## config.mk

```make
export PLATFORM = sky130hd
export DESIGN_NAME = btn_conditioner
export DESIGN_NICKNAME = d
export VERILOG_FILES = /design/src/rtl/btn_conditioner.sv
export SDC_FILE = /design/constraint.sdc
export NUM_CORES = 1
export LEC_CHECK = 0
export BUFFER_PORTS_ARGS = -buffer_cell sky130_fd_sc_hd__buf_2
export CAP_MARGIN = 0
export CORE_ASPECT_RATIO = 0.8
export CORE_MARGIN = 4
export CORE_UTILIZATION = 53
export CTS_CLUSTER_DIAMETER = 120
export DETAILED_ROUTE_END_ITERATION = 10
export PLACE_DENSITY = 0.7
export SYNTH_ARGS = -nofsm -noshare
export SYNTH_HDL_FRONTEND = slang
export SYNTH_SLANG_ARGS = --single-unit
```

## constraint.sdc

```tcl
create_clock -name clk148 -period 1.85 [get_ports clk148]
set_clock_uncertainty 0.1 [all_clocks]
set_input_delay 0.185 -clock clk148 [delete_from_list [all_inputs] [get_ports clk148]]
set_output_delay 0.185 -clock clk148 [all_outputs]
set_load 0.01 [all_outputs]
```

## src/rtl/btn_conditioner.sv

```systemverilog
// btn_conditioner: synchronises and debounces the raw BTNU pin for the
// clk148 game logic. Emits a clean level plus one-cycle press/release strobes.
// Optional auto-repeat strobes are built when BTN_AUTO_REPEAT_EN is defined;
// otherwise btn_repeat is tied low and the port list is unchanged.
`timescale 1ns/1ps

module btn_conditioner #(
    parameter int unsigned DEBOUNCE_CYCLES     = 1485000,
    parameter int unsigned REPEAT_DELAY_CYCLES = 74250000,
    parameter int unsigned REPEAT_RATE_CYCLES  = 14850000
) (
    input  logic clk148,
    input  logic rst_n,
    input  logic btn_in,
    output logic btn_level,
    output logic btn_press,
    output logic btn_release,
    output logic btn_repeat
);

    localparam int unsigned CNT_W = $clog2(DEBOUNCE_CYCLES);
    localparam logic [CNT_W-1:0] CNT_LAST = CNT_W'(DEBOUNCE_CYCLES - 1);

    typedef enum logic [1:0] {
        IDLE,
        ARM_PRESS,
        PRESSED,
        ARM_RELEASE
    } state_t;

    state_t           state_q;
    logic [CNT_W-1:0] cnt_q;
    logic             s1_q;
    logic             s2_q;
    logic             level_q;
    logic             press_q;
    logic             release_q;

    // Two-flop synchroniser for the asynchronous pin
    always_ff @(posedge clk148) begin
        if (!rst_n) begin
            s1_q <= 1'b0;
            s2_q <= 1'b0;
        end else begin
            s1_q <= btn_in;
            s2_q <= s1_q;
        end
    end

    // Debounce FSM with registered level and press/release strobes
    always_ff @(posedge clk148) begin
        if (!rst_n) begin
            state_q   <= IDLE;
            cnt_q     <= '0;
            level_q   <= 1'b0;
            press_q   <= 1'b0;
            release_q <= 1'b0;
        end else begin
            press_q   <= 1'b0;
            release_q <= 1'b0;
            case (state_q)
                IDLE: begin
                    if (s2_q) begin
                        state_q <= ARM_PRESS;
                        cnt_q   <= '0;
                    end
                end
                ARM_PRESS: begin
                    if (!s2_q) begin
                        state_q <= IDLE;
                    end else if (cnt_q == CNT_LAST) begin
                        state_q <= PRESSED;
                        level_q <= 1'b1;
                        press_q <= 1'b1;
                    end else begin
                        cnt_q <= cnt_q + 1'b1;
                    end
                end
                PRESSED: begin
                    if (!s2_q) begin
                        state_q <= ARM_RELEASE;
                        cnt_q   <= '0;
                    end
                end
                ARM_RELEASE: begin
                    if (s2_q) begin
                        state_q <= PRESSED;
                    end else if (cnt_q == CNT_LAST) begin
                        state_q   <= IDLE;
                        level_q   <= 1'b0;
                        release_q <= 1'b1;
                    end else begin
                        cnt_q <= cnt_q + 1'b1;
                    end
                end
                default: begin
                    state_q <= IDLE;
                    cnt_q   <= '0;
                end
            endcase
        end
    end

    assign btn_level   = level_q;
    assign btn_press   = press_q;
    assign btn_release = release_q;

`ifdef BTN_AUTO_REPEAT_EN
    localparam int unsigned HOLD_MAX = (REPEAT_DELAY_CYCLES > REPEAT_RATE_CYCLES) ?
                                       REPEAT_DELAY_CYCLES : REPEAT_RATE_CYCLES;
    localparam int unsigned HOLD_W = $clog2(HOLD_MAX);
    localparam logic [HOLD_W-1:0] HOLD_FIRST = HOLD_W'(REPEAT_DELAY_CYCLES - 1);
    localparam logic [HOLD_W-1:0] HOLD_NEXT  = HOLD_W'(REPEAT_RATE_CYCLES - 1);

    logic [HOLD_W-1:0] hold_q;
    logic              rate_phase_q;
    logic              repeat_q;
    logic              press_fire;
    logic              release_fire;
    logic              held;

    // Decode the FSM edges that start and end a hold
    always_comb begin
        press_fire   = (state_q == ARM_PRESS) && s2_q && (cnt_q == CNT_LAST);
        release_fire = (state_q == ARM_RELEASE) && !s2_q && (cnt_q == CNT_LAST);
        held         = (state_q == PRESSED) || (state_q == ARM_RELEASE);
    end

    // Hold timer: counter restarts at each strobe, first interval is the delay,
    // later intervals the rate; a release-side bounce keeps the running phase
    always_ff @(posedge clk148) begin
        if (!rst_n) begin
            hold_q       <= '0;
            rate_phase_q <= 1'b0;
            repeat_q     <= 1'b0;
        end else begin
            repeat_q <= 1'b0;
            if (press_fire || !held || release_fire) begin
                hold_q       <= '0;
                rate_phase_q <= 1'b0;
            end else if (hold_q == (rate_phase_q ? HOLD_NEXT : HOLD_FIRST)) begin
                hold_q       <= '0;
                rate_phase_q <= 1'b1;
                repeat_q     <= 1'b1;
            end else begin
                hold_q <= hold_q + 1'b1;
            end
        end
    end

    assign btn_repeat = repeat_q;
`else
    logic unused_repeat_cfg;
    assign unused_repeat_cfg = ^{REPEAT_DELAY_CYCLES, REPEAT_RATE_CYCLES};
    assign btn_repeat = 1'b0;
`endif

endmodule

```

==> impl_metrics.tcl <==
set metrics [dict create \
    status "finished clean" \
    ys_ff_latch 28 \
    worst_pin_slew_ns 0.568 \
    finish.utilization 0.743 \
    power.leakage_nw 0.675 \
    cp.arrival_ns 2.03 \
    htreeDepth 1 \
    rows 16 \
    final_layout_size_suffix_gt1_frac 0.335 \
    cts.path.max_buffers 2 \
    slowest_delay_ns 0.46 \
    finalPower_mw 0.993 \
    final-max-slew-violation-count 0 \
    synth_fp_nets 175 \
    fin_crit_sh 0.997 \
    path_class "register to register" \
    overflow 0 \
    endpoint_kind "register" \
    antenna_found_initial 0 \
    detailedRoute.firstPassIterationCount 4 \
    rsz0062_at_grt "yes" \
    period_needed_ns 1.85 \
    wl_per_cell_um 15.3 \
    start_util 0.574 \
    syn_area_mm2 0.00145 \
    path_cells "ha_4, and3b_1, nand4_1, o21ai_2, buf_6, or4_1, a31oi_1" \
    die_area_mm2 0.00364 \
    antenna-diode-count 0 \
    numCtsBuffers 3 \
    hpwl_mm 2.71 \
    io_buffers 5 \
    clk_latency_ns 0.34 \
    via_per_inst 6.03 \
    hold_viol_final 0 \
    hold_ws_ns 0.145 \
    grt_first_pass_wirelength_mm 6.51 \
    finalSetupViolations 0 \
    syn_inst 171 \
    cts.clk_slew.worst_paths_ns 0.15 \
    critPathMaxFanout 8 \
    endpoint "cnt_q[8]$_SDFFE_PN0P_" \
    fin_nets 214 \
    worstHoldStart "rst_n" \
    synth_seq_area_share 0.387 \
    powerDensity_mw_per_mm2 530 \
    ys_types 43 \
    synth_area_per_cell_um2 8.47 \
    chipHeight_um 54.8 \
    r2r-end "cnt_q[8]$_SDFFE_PN0P_" \
    place_congestion 0.971 \
    grt_use_total 0.241 \
    drt_iter0_markers 99 \
    slew-limit-headroom 0.619 \
    die_w_um 66.5 \
    r2r_slack_ns 0.005 \
    hold_class "input pin to register" \
    drt_wl_total_mm 3.74 \
    rr_startpoint "cnt_q[0]$_SDFFE_PN0P_" \
    cp_slowest_cell "or4_1" \
    drc 0 \
    vias 1478 \
    max_freq_ghz 0.542 \
    antenna_left 0 \
    grt_pass1_vias 1385 \
    r2r_cells 7 \
    cp.required_ns 2.03 \
    startpoint_type "register" \
    max-cap-violations 0 \
    ir_drop_mv 0.390 \
    crit_start "cnt_q[0]$_SDFFE_PN0P_" \
    cts.sinks 28 \
    yosys_warnings 0 \
    root_buffer "clkbuf_4" \
    syn2layout_area_growth_pct 29.4 \
    pin_count 7 \
    grt_max_degree 16 \
    cts_tree "yes" \
    coreArea_mm2 0.00252 \
]
==> cells in the mapped netlist <==
cell type / instances / area share
nand4_1: 7 / 0.030
nor3b_1: 2 / 0.010
nand3_4: 1 / 0.012
inv_4: 1 / 0.0043
xor2_1: 3 / 0.018
xnor2_1: 1 / 0.0060
nand3_2: 1 / 0.0069
o31ai_1: 2 / 0.010
o2111ai_1: 1 / 0.0060
and2_1: 2 / 0.0086
nor4_2: 1 / 0.0086
conb_1: 1 / 0.0026
o211ai_1: 1 / 0.0052
inv_1: 3 / 0.0078
nor4b_1: 1 / 0.0060
buf_2: 4 / 0.014
mux2_1: 1 / 0.0078
o21a_1: 4 / 0.021
or3_1: 2 / 0.0086
clkbuf_1: 3 / 0.0078
a22oi_1: 5 / 0.026
nor3_1: 3 / 0.010
nor2_1: 15 / 0.039
dfxtp_1: 28 / 0.39
o311ai_1: 2 / 0.012
and3b_1: 1 / 0.0060
buf_4: 1 / 0.0052
nand3_1: 10 / 0.035
and3_1: 1 / 0.0043
ha_1: 1 / 0.0086
a21oi_1: 8 / 0.028
and4_1: 2 / 0.012
and4bb_1: 1 / 0.0086
or4_1: 8 / 0.041
nor4_4: 1 / 0.015
nor4_1: 4 / 0.017
o21ai_0: 4 / 0.014
xor2_2: 1 / 0.011
a31oi_1: 5 / 0.022
o21ai_1: 5 / 0.017
mux2i_1: 3 / 0.021
a2bb2oi_1: 2 / 0.012
nand2_1: 18 / 0.047
==> cell type report <==
type                    count  area (um^2)
clock buffers               4         36.3
inverters                   4         17.5
well taps                  36         45.0
flip-flops and latches     28          578
fillers                   191          648
multi-input cells         131          888
repair buffers             42          309
==> where the power goes <==
group	switching, mW	internal [mW]	total, mW
clock network	0.190	0.121	0.311
logic	0.0400	0.0298	0.0697
registers	0.00478	0.607	0.611
==> logic make-up after synthesis <==
group                      after synthesis  synth area share
and+or+nand+nor                         81             0.326
xor gates and xnor gates                 5            0.0354
adders and majority gates                1           0.00863
other                                    1           0.00259
muxes                                    4            0.0285
buffers and inverters                   12            0.0389
DFF                                     28             0.387
AOI/OAI and AO/OA                       39             0.173
==> stage by stage <==
stage	setup slack, ns	cells	instance area (um^2)	TNS (ns)
finish	0.00477	245	1870	0
CTS	-0.00482	243	1810	-0.00482
floorplan	0.0788	171	1450	0
global route	-0.0848	245	1870	-0.433
global placement	-0.000750	237	1730	-0.000750
detailed placement	-0.0690	237	1730	-0.120
==> sequential cells by signal, summed over array words and instances (netlist names), named ones only <==
name and count:
btn_level 1, cnt_q 21, btn_release 1, s1_q 1, state_q 1, btn_press 1, s2_q 1
==> worst min path at each step <==
stage	end	depth (start not counted)
CTS	cnt_q[4]$_SDFFE_PN0P_	3
finish	cnt_q[4]$_SDFFE_PN0P_	3
floorplan	s1_q$_SDFF_PN0_	1
global placement	s1_q$_SDFF_PN0_	2
global route	cnt_q[17]$_SDFFE_PN0P_	3
detailed placement	s1_q$_SDFF_PN0_	2
==> worst max-delay path: cells and delay by family (launching register included) <==
| kind | cells | cell delay (ns) |
|---|---|---|
| DFF | 1 | 0.37 |
| AOI/OAI and AO/OA | 2 | 0.23 |
| buffers and inverters | 1 | 0.14 |
| adders and majority gates | 1 | 0.17 |
| and+or+nand+nor | 3 | 0.77 |
==> cells in the final DEF, fill, tap and decap left out, types with 5 or more instances in the layout <==
| cell type | Yosys | final |
|---|---|---|
| nand3_1 | 10 | 10 |
| nand2_1 | 18 | 18 |
| a21oi_1 | 8 | 7 |
| dfxtp_2 | 0 | 8 |
| nand4_1 | 7 | 7 |
| or4_1 | 8 | 8 |
| a22oi_1 | 5 | 5 |
| buf_2 | 4 | 5 |
| dfxtp_1 | 28 | 18 |
| a31oi_1 | 5 | 5 |
| buf_4 | 1 | 35 |
| nor2_1 | 15 | 14 |
==> metal layers <==
layer / global-route usage / part of all wire
met4: 0.0811 / 0.020
met3: 0.0554 / 0.068
met1: 0.305 / 0.45
met5: 0 / 0
met2: 0.410 / 0.46
==> repair_timing <==
item	in CTS	in global routing
buffers inserted	1	2
gates resized for setup	8	15
hold buffers	1	0
endpoints found under the hold margin	1	0
endpoints found under the setup margin	7	25
pin swaps	5	1
Power figures use the tool's default switching activity.
